[src/rtl/cpu_defs.sv]
`default_nettype none
// ============================================================================
// Package : cpu_defs
// Purpose : Shared definitions for the 5-stage MIPS core: CP0 register
//           numbers, exception codes, and bit positions of the SR and Cause
//           fields.
// Revision: 1.0 - initial release
// ============================================================================
package cpu_defs;

  // CP0 register numbers
  localparam logic [4:0] CP0_SR    = 5'd12;
  localparam logic [4:0] CP0_CAUSE = 5'd13;
  localparam logic [4:0] CP0_EPC   = 5'd14;
  localparam logic [4:0] CP0_PRID  = 5'd15;

  // ExcCode values
  localparam logic [4:0] EXC_INT     = 5'd0;
  localparam logic [4:0] EXC_ADEL    = 5'd4;
  localparam logic [4:0] EXC_ADES    = 5'd5;
  localparam logic [4:0] EXC_SYSCALL = 5'd8;
  localparam logic [4:0] EXC_RI      = 5'd10;
  localparam logic [4:0] EXC_OV      = 5'd12;

  // SR field positions
  localparam int SR_IM_LO  = 10;
  localparam int SR_IM_HI  = 15;
  localparam int SR_EXL    = 1;
  localparam int SR_IE     = 0;

  // Cause field positions
  localparam int CAUSE_BD     = 31;
  localparam int CAUSE_IP_LO  = 10;
  localparam int CAUSE_IP_HI  = 15;
  localparam int CAUSE_EXC_LO = 2;
  localparam int CAUSE_EXC_HI = 6;

endpackage : cpu_defs
`default_nettype wire

[src/rtl/cp0.sv]
`default_nettype none
// ============================================================================
// Module  : cp0
// Purpose : Coprocessor 0 for the exception-capable 5-stage MIPS core. Lives
//           in the M stage; holds SR, Cause, EPC and PRId, arbitrates
//           hardware interrupts against pipelined exception codes and raises
//           the flush request.
// Ports   :
//   clk        in   1   clock
//   reset      in   1   synchronous, active-high reset
//   en         in   1   mtc0 write enable
//   CP0Add     in   5   register number for mtc0/mfc0
//   CP0In      in  32   mtc0 write data
//   VPC        in  32   PC of the M-stage (victim) instruction
//   BDIn       in   1   victim sits in a branch delay slot
//   ExcCodeIn  in   5   pipelined exception code, 0 = none
//   HWInt      in   6   external interrupt lines
//   EXLClr     in   1   eret in M stage
//   CP0Out     out 32   combinational read of register CP0Add
//   EPCOut     out 32   EPC for eret redirect (with mtc0 bypass)
//   Req        out  1   combinational exception/interrupt request
// Revision: 1.0 - initial release
// ============================================================================
module cp0
  import cpu_defs::*;
#(
  parameter logic [31:0] PRID     = 32'h2022_0819,
  parameter logic [4:0]  INT_CODE = 5'd0
) (
  input  logic        clk,
  input  logic        reset,
  input  logic        en,
  input  logic [4:0]  CP0Add,
  input  logic [31:0] CP0In,
  input  logic [31:0] VPC,
  input  logic        BDIn,
  input  logic [4:0]  ExcCodeIn,
  input  logic [5:0]  HWInt,
  input  logic        EXLClr,
  output logic [31:0] CP0Out,
  output logic [31:0] EPCOut,
  output logic        Req
);

  // Architectural state
  logic [5:0]  sr_im;
  logic        sr_exl;
  logic        sr_ie;
  logic        cause_bd;
  logic [5:0]  cause_ip;
  logic [4:0]  cause_exc;
  logic [31:0] epc;

  logic        int_req;
  logic        exc_req;
  logic [31:0] victim_pc;
  logic [31:0] sr_word;
  logic [31:0] cause_word;

  assign int_req = (|(HWInt & sr_im)) & sr_ie & ~sr_exl;
  assign exc_req = (ExcCodeIn != 5'd0) & ~sr_exl;
  assign Req     = int_req | exc_req;

  // A delay-slot victim restarts at the branch so the branch is re-executed.
  assign victim_pc = {VPC[31:2], 2'b00} - (BDIn ? 32'd4 : 32'd0);

  always_ff @(posedge clk) begin
    if (reset) begin
      sr_im     <= '0;
      sr_exl    <= 1'b0;
      sr_ie     <= 1'b0;
      cause_bd  <= 1'b0;
      cause_ip  <= '0;
      cause_exc <= '0;
      epc       <= '0;
    end else begin
      cause_ip <= HWInt;
      if (Req) begin
        // Any mtc0 from the victim is dropped: it must not commit.
        sr_exl    <= 1'b1;
        cause_exc <= int_req ? INT_CODE : ExcCodeIn;
        cause_bd  <= BDIn;
        epc       <= victim_pc;
      end else begin
        if (en && CP0Add == CP0_SR) begin
          sr_im  <= CP0In[SR_IM_HI:SR_IM_LO];
          sr_exl <= CP0In[SR_EXL];
          sr_ie  <= CP0In[SR_IE];
        end
        if (en && CP0Add == CP0_EPC) begin
          epc <= CP0In;
        end
        // Placed last so eret overrides an mtc0 SR write on the EXL bit.
        if (EXLClr) begin
          sr_exl <= 1'b0;
        end
      end
    end
  end

  always_comb begin
    sr_word                        = '0;
    sr_word[SR_IM_HI:SR_IM_LO]     = sr_im;
    sr_word[SR_EXL]                = sr_exl;
    sr_word[SR_IE]                 = sr_ie;

    cause_word                           = '0;
    cause_word[CAUSE_BD]                 = cause_bd;
    cause_word[CAUSE_IP_HI:CAUSE_IP_LO]  = cause_ip;
    cause_word[CAUSE_EXC_HI:CAUSE_EXC_LO] = cause_exc;
  end

  always_comb begin
    CP0Out = '0;
    case (CP0Add)
      CP0_SR:    CP0Out = sr_word;
      CP0_CAUSE: CP0Out = cause_word;
      CP0_EPC:   CP0Out = epc;
      CP0_PRID:  CP0Out = PRID;
      default:   CP0Out = '0;
    endcase
  end

  // Forward a same-cycle mtc0 EPC so an eret right behind it redirects to
  // the new value.
  assign EPCOut = (en && CP0Add == CP0_EPC) ? CP0In : epc;

endmodule : cp0
`default_nettype wire

[config.mk]
export PLATFORM = sky130hd
export DESIGN_NAME = cp0
export DESIGN_NICKNAME = d
export VERILOG_FILES = /design/src/rtl/cpu_defs.sv /design/src/rtl/cp0.sv
export SDC_FILE = /design/constraint.sdc
export NUM_CORES = 1
export LEC_CHECK = 0
export CORE_MARGIN = 5
export CORE_UTILIZATION = 35
export CTS_CLUSTER_SIZE = 20
export DETAILED_ROUTE_END_ITERATION = 8
export DONT_BUFFER_PORTS = 1
export HOLD_SLACK_MARGIN = 0.03
export PLACE_DENSITY = 0.53
export SLEW_MARGIN = 20
export SYNTH_ARGS = -nofsm -noshare
export SYNTH_HDL_FRONTEND = slang
export SYNTH_SLANG_ARGS = --single-unit
[constraint.sdc]
create_clock -name clk -period 2.5 [get_ports clk]
set_input_delay 0.125 -clock clk [delete_from_list [all_inputs] [get_ports clk]]
set_output_delay 0.125 -clock clk [all_outputs]
set_load 0.05 [all_outputs]
**After elaboration in Yosys (flattened, before gate mapping)**

Cells that the tools add are included.

- Register bits after elaboration: 52
- Bits in latches: 0
- Bits in writable memories: 0
- Memory bits (read-only): 0
- Bits of input ports: 85
- Output and inout bits: 65
- Logic and storage cells: 33
- Memories kept: 0

- $add $sub $neg: 1
- Multipliers: 0
- Div/mod/pow operators: 0
- Magnitude comparators: 0
- Equality and inequality tests: 4
- Shift-type cells: 0
- Multiplexer cells: 8
- Bitwise operators: 7
- Reductions and logical operators: 6

Operators with widths:

| cell | number |
|---|---|
| $pmux 32 s4 | 1 |
| $mux 32 | 2 |
| $sub 32x3->32 | 1 |
| $eq 5x4->1 const B | 4 |
| $and 6x6->6 | 1 |
| $reduce_or 6->1 | 1 |
| $mux 5 | 1 |
| $reduce_bool 5->1 | 1 |
| $and 1x1->1 | 3 |
| $mux 1 | 3 |
| $mux 3 | 1 |
| $reduce_bool 3->1 | 1 |
| $logic_and 1x1->1 | 2 |
| $not 1->1 | 2 |
| $reduce_and 2->1 | 1 |
| $or 1x1->1 | 1 |

**Logic depth before layout (Yosys ltp)**

Gate-level depths: netlist (run 1).

- Depth after elaboration: 7
- Gate-level depth with buffers: 8
- Mapped depth without buffers: 7

**Worst setup path before layout (run 1)**

No wires, ideal clock.

- Kind: input port to flip-flop
- From: input port VPC[2]
- To: register epc[19]
- Library setup time: 0.091 ns
- Data arrival time: 2.129 ns
- Data required time: 2.409 ns
- Path slack: 0.280 ns
- Stages on the path: 8
- Path buffers: 2
- Cells stage by stage: inv_1 > ha_1 > or4b_1 > clkbuf_1 > or4_4 > buf_6 > or4_1 > a311oi_1

- Longest elaborated chain between the ends: 2

RTL lines:

| item | RTL line | source |
|---|---|---|
| from (decl) | cp0.sv:35 | `input logic [31:0] VPC,` |
| $sub 32x3->32 | cp0.sv:65 | `assign victim_pc = {VPC[31:2], 2'b00} - (BDIn ? 32'd4 : 32'd0);` |
| $mux 32 | cp0.sv:78 | `if (Req) begin` |
| to (signal assigned) | cp0.sv:83 | `epc <= victim_pc;` |
| to (signal assigned) | cp0.sv:91 | `epc <= CP0In;` |
| to (decl) | cp0.sv:52 | `logic [31:0] epc;` |

No other way between the ends.
A chain may end at the register's enable or synchronous reset.

**Worst setup path in the final report (run 1)**

Ends and elaborated chain as after synthesis.

==> results.md, run 1 <==
- Die Wd: 111 µm
- R2R Path End: epc[22]
- Nets@finish: 570
- Height of the die: 111 µm
- Die area: around 0.012 mm²
- Fin crit share: 96.7%
- Drt drc: 0
- Final setup fails: 0
- Mapped Nets: 521
- Sequential-to-total area share from yosys stat: 29.3%
- CTS tree: yes
- Area delta synth->final: 25.7%
- Total track usage: 20.8%
- RD Place Congestion: 0.824
- Synth warn: 0
- Cell variety after synth: 47
- Post-synth EDFFs: 0
- Design Area, Final: 0.00447 mm²
- Critical path class: input port to flip-flop
- Commonest non-fill, non-tap cell in the layout: dfxtp_1
- Mapped Cells: 434
- CTS max path bufs: 2
- Post-synth top flop: dfxtp_1
- First-pass GRT wire length: around 21 mm
- Slew margin rel.: 47.4%
- Max Clk Rate: roughly 410 MHz
- Initial Utilization: 36.2%
- Post-DP HPWL: between 9 and 10 mm
- Worst-case reg-to-reg path depth: 6
- Post-synth ARST share: 0%
- #FFs+latches synth: 52
- R2r setup slk: 0.19 ns
- I/O pin total: 150
- Antenna cells: 0
- Most frequent cells in the layout: dfxtp_1 (52), buf_4 (44), and3_1 (40), dlygate4sd3_1 (40), nor2_1 (30)
- GRT Residual Overflow: 0
- Maximum vdd drop: 259 µV
- Final worst setup slack: 0.0824 ns
- Drt wl/cell: 21.4 µm
- Max-cap violations: 0
- Worst Hold Depth: 2
- WP data arrival: 2.67 ns
- Synthesized area per cell: 8.18 µm²
- Fin util: a little under half
- WHS: 0.0559 ns
- Drt first pass iters: 4
- Hold_sp: VPC[11]
- CTS sink cnt: between 50 and 60
- Std cell rows: 36
- Register area: 0.00104 mm²
- Multi-input gate area: between 0.002 and 0.0025 mm²
- Port bufs: 0
- Leakage power: 1.87 nW
- CP required: 2.76 ns
- Htree depth: 2
- Clock period minus final worst setup slack: around 2.4 ns
- Reg2Reg Launch Point: sr_im[1]
- Pre-CTS setup slack: between 0.15 and 0.2 ns
- Area after DPL: roughly 0.0039 mm²
- ANT nets after route: 0
- Vias per cell: just over 6
- Final clock skew: around 0.011 ns
- RSZ-0062 raised after global routing: no
- Max Slew Vio Count: 0
- Crit-path max FO: 4
- Largest net degree at the start of global routing: 43
- Hold Crit Endpoint: epc[11]
- Power Dens Cells: 476 mW/mm²
- Startpoint types: input port
- Area of the core: between 0.009 and 0.01 mm²
- Final count of hold timing violations: 0
- DR iter-0 viols: 237
- Filler cells: 1028
- Root Driver: clkbuf_8
- Routed vias: approximately 3800
- Cts bufs inserted: 5
- Final WL: between 10 and 15 mm
- CP endpoint kind: flip-flop
- Clock slew at reported path FFs: about 0.10 ns
- Share of cells above drive strength 1: 12.8%
- Mapped cell area: 0.00355 mm²
- Worst Tran Pin Value: 0.783 ns
- Initial antenna violation count: 0
- Outcome: complete, no violations
- Setup TNS: 0 ns
- Clk Latency, worst-skew pair: just over 0.3 ns
- Hold Path Class: input port to flip-flop
- Number of global-route vias before repair: 3678
==> sequential cells by signal (all words and copies together) (netlist names) <==
| signal | cells |
|---|---|
| cause_bd | 1 |
| cause_exc | 5 |
| cause_ip | 6 |
| epc | 32 |
| sr_exl | 1 |
| sr_ie | 1 |
| sr_im | 6 |
==> report_power, final <==
part / switching (mW) / internal (mW)
logic: 0.396 / 0.201
registers: 0.0459 / 0.889
clock network: 0.296 / 0.298
==> stage by stage <==
stage	instances	power [mW]
global placement	564	1.47
CTS	613	2.14
finish	617	2.13
global route	617	2.21
floorplan	434	1.38
detailed placement	564	1.47
==> Yosys cell counts, drive strengths merged (7+ instances only) <==
master | instances | area, µm²
or4 | 16 | 124
a2111oi | 25 | 219
nor2b | 10 | 62.6
a311oi | 15 | 131
nand2 | 11 | 41.3
dfxtp | 52 | 1040
o21ai | 10 | 50.1
nor4 | 7 | 43.8
mux2i | 11 | 110
mux2 | 7 | 78.8
a22oi | 7 | 52.6
a21o | 25 | 188
clkbuf | 40 | 150
nand4 | 9 | 56.3
a211oi | 12 | 90.1
o31ai | 19 | 143
a21oi | 16 | 80.1
and3 | 40 | 250
nor2 | 30 | 113
xnor2 | 7 | 61.3
nor3 | 8 | 40.0
==> cells by family (layout without fill, tap and decap cells) <==
logic type / Yosys count / in the layout / share of synthesized area [%]
simple gates: 158 / 158 / 25.9
compound gates: 142 / 142 / 30.1
flops: 52 / 52 / 29.3
buf+inv: 49 / 99 / 5.42
mux: 18 / 18 / 5.32
xor+xnor: 13 / 13 / 3.21
fa+ha+maj: 2 / 2 / 0.704
==> worst max-delay path by stage <==
stage               startpoint       to  slack [ns]  depth (start not counted)
floorplan               VPC[2]  epc[19]        0.28                          8
global placement        VPC[2]  epc[28]        0.20                          8
detailed placement      VPC[2]  epc[28]        0.16                          8
CTS                     VPC[2]  epc[22]        0.04                          9
global route            VPC[2]  epc[19]       0.009                          7
finish                  VPC[2]  epc[19]        0.08                          7
==> worst max-delay path, cell delays in order <==
cell	delay, ns
inv_1	0.03
ha_1	0.20
or4b_4	0.50
or4_4	0.58
or4_1	0.41
a311oi_1	0.25
dlygate4sd3_1	0.57
==> what timing repair did <==
action,in CTS,in global routing
resized for setup,0,3
endpoints found under the hold margin,47,0
hold buffers,41,0
setup endpoints to repair,0,4
setup buffers,0,4
==> area by class of cell <==
| class | instances | share of cell area, % |
|---|---|---|
| Multi-Input combinational cell | 333 | 52.9 |
| Sequential cell | 52 | 23.3 |
| Timing Repair Buffer | 86 | 17.3 |
| Tap cell | 133 | 3.73 |
| Clock buffer | 6 | 1.63 |
| Clock inverter | 2 | 0.785 |
| Inverter | 5 | 0.420 |
==> routing by layer <==
metal / GRT usage (%) / wire length, µm / up-vias
met5: 0 / 0 / -
met2: 34.0 / 6260 / 140
met3: 4.37 / 864 / 8
met4: 4.02 / 125 / 0
met1: 28.4 / 5960 / 1822
li1: - / - / 1802
No activity file was read; power rests on OpenSTA's default activity.
==> run 2, diff against run 1 <==
RECOVER_POWER = 100   (was not set)
==> run 2 against run 1 <==
Compared with the run above:
- cell area down 2.4%
- wire length up 0.16%
- sequential power about the same
- core utilization down 1.1 points
- sequential cell count unchanged
- cell count unchanged
- sequential share of layout area up 0.56 points
- die area unchanged
- count of clock-buffer cells in the layout unchanged
- largest cell class unchanged
==> results.md, run 2 (synthesis gave the netlist of run 1 again) <==
- Outcome: complete, no violations
- Total track usage: 20.8%
- Final count of hold timing violations: 0
- Pre-CTS setup slack: 0.161 ns
- Cts bufs inserted: 5
- Int Power: ~1.4 mW
- Slowest CP cell: or4_4
- Final setup fails: 0
- Hold Path Class: input port to flip-flop
- Maximum vdd drop: 263 µV
- RD Place Congestion: 0.824
- Worst-case reg-to-reg path depth: 6
- Clock period minus final worst setup slack: 2.41 ns
- First-pass GRT wire length: 21.0 mm
- Largest net degree at the start of global routing: 43
- Max-cap violations: 0
- Top reg by flops: epc
- CTS tree: yes
- Final Non-Filler Cells: between 600 and 700
- Root Driver: clkbuf_8
- Startpoint types: input port
- Sw power: 0.739 mW
- Port bufs: 0
- Power Dens Cells: 486 mW/mm²
- Die Wd: 111 µm
- Vias per cell: 6.05
- CTS max path bufs: 2
- Number of global-route vias before repair: around 3700
- Die area: 0.0123 mm²
- Setup TNS: 0 ns
- R2r setup slk: 0.27 ns
- Max Clk Rate: between 400 and 500 MHz
- Initial antenna violation count: 0
- Antenna cells: 0
- Critical path class: input port to flip-flop
- Slew margin rel.: 47.8%
- ANT nets after route: 0
- Fin crit share: around 96%
- Htree depth: 2
- Leakage power: 1.79 nW
- Post-DP HPWL: 9.49 mm
- Commonest non-fill, non-tap cell in the layout: dfxtp_1
- CTS sink cnt: 52
- Top flop regs: epc (32), cause_ip (6), sr_im (6)
- Comb pwr share: between 20% and 30%
- CP endpoint kind: flip-flop
- GRT Residual Overflow: 0
- Initial Utilization: between 30 and 40%
- Clk Latency, worst-skew pair: 0.31 ns
- Final worst setup slack: 0.0921 ns
- DR iter-0 viols: approximately 220
- I/O pin total: 150
- Worst Tran Pin Value: 0.778 ns
- Hold_sp: VPC[11]
- R2R Path End: epc[22]
- Area delta synth->final: 22.8%
- Final clock skew: 0.0117 ns
- Area of the core: 0.00982 mm²
- Hold Crit Endpoint: epc[11]
- Most frequent cells in the layout: dfxtp_1 (52), and3_1 (40), dlygate4sd3_1 (40)
- Clock slew at reported path FFs: 0.10 ns
- Height of the die: ~110 µm
- CP required: ~2.8 ns
- WP data arrival: between 2 and 3 ns
- Placed cell count: 564
- Switch share: a little over a third
- Nets@finish: 570
- Clk network pwr share: 28.1%
- Reg2Reg Launch Point: sr_im[1]
- Slowest stage delay, CP: 0.58 ns
- Std cell rows: 36
- Drt wl/cell: 21.5 µm
- Drt first pass iters: 4
- Filler cells: 1048
- Routed vias: 3730
- Crit-path max FO: 4
- Share of cells above drive strength 1: 8.68%
- Crit path cell chain: inv_1 > ha_1 > or4b_4 > or4_4 > or4_1 > a311oi_1 > dlygate4sd3_1
- Worst Hold Depth: 2
- Max reg flops: 32
- Reg power frac: 44.1%
- WHS: 0.0591 ns
- Drt drc: 0
- Max Slew Vio Count: 0
- RSZ-0062 raised after global routing: no
- Final WL: 13.2 mm
run 2: worst max path at each step:
stage / from / end / slack (ns) / cells after the start
final: VPC[2] / epc[19] / 0.09 / 7
after global routing: VPC[2] / epc[19] / 0.01 / 7
after CTS: VPC[2] / epc[22] / 0.04 / 9
after detailed placement: VPC[2] / epc[28] / 0.16 / 8
after global placement: VPC[2] / epc[28] / 0.20 / 8
after floorplan: VPC[2] / epc[19] / 0.28 / 8
run 2: metrics by stage:
step / util, % / power (mW) / instance area [µm²]
3_5_place_dp: 39.7 / 1.47 / 3900
3_3_place_gp: 39.7 / 1.47 / 3900
2_1_floorplan: - / 1.38 / 3550
6_report: 44.4 / 2.12 / 4360
4_1_cts: 45.1 / 2.14 / 4430
5_1_grt: 44.4 / 2.20 / 4360
run 2: worst max-delay path: cells and delay by family:
family / cells / cell delay (ns)
AND/OR/NAND/NOR: 3 / 1.49
buffers and inverters: 2 / 0.60
AO/OA/AOI/OAI: 1 / 0.25
adder cells (fa/ha/maj): 1 / 0.20
run 2: power by group through the flow:
stage	sequential [mW]	clock (mW)	combinational (mW)
after floorplan	0.933	0	0.443
after global placement	0.951	0	0.519
after detailed placement	0.952	0	0.523
after CTS	0.933	0.611	0.596
after global routing	0.941	0.634	0.627
final	0.934	0.596	0.588
run 2: repair_timing:
action	CTS	global route
setup buffers	0	4
hold endpoints to repair	47	0
hold buffers	41	0
resized for setup	0	3
setup endpoints to repair	0	4
run 2: metal layers:
metal	part of all wire [%]	up-vias	GRT usage (%)
li1	-	1797	-
met1	44	1792	28.4
met2	48	133	34.0
met3	7.4	8	4.37
met4	0.95	0	4.02
met5	0	-	0
run 2: final cells by class:
class                           instances  area (µm²)  share of cell area [%]
Clock buffer                            6        72.6                    1.66
Tap cell                              133         166                    3.82
Clock inverter                          2        35.0                   0.803
Sequential cell                        52        1040                    23.9
Inverter                                5        18.8                   0.430
Timing Repair Buffer                   86         686                    15.7
Multi-Input combinational cell        333        2340                    53.7
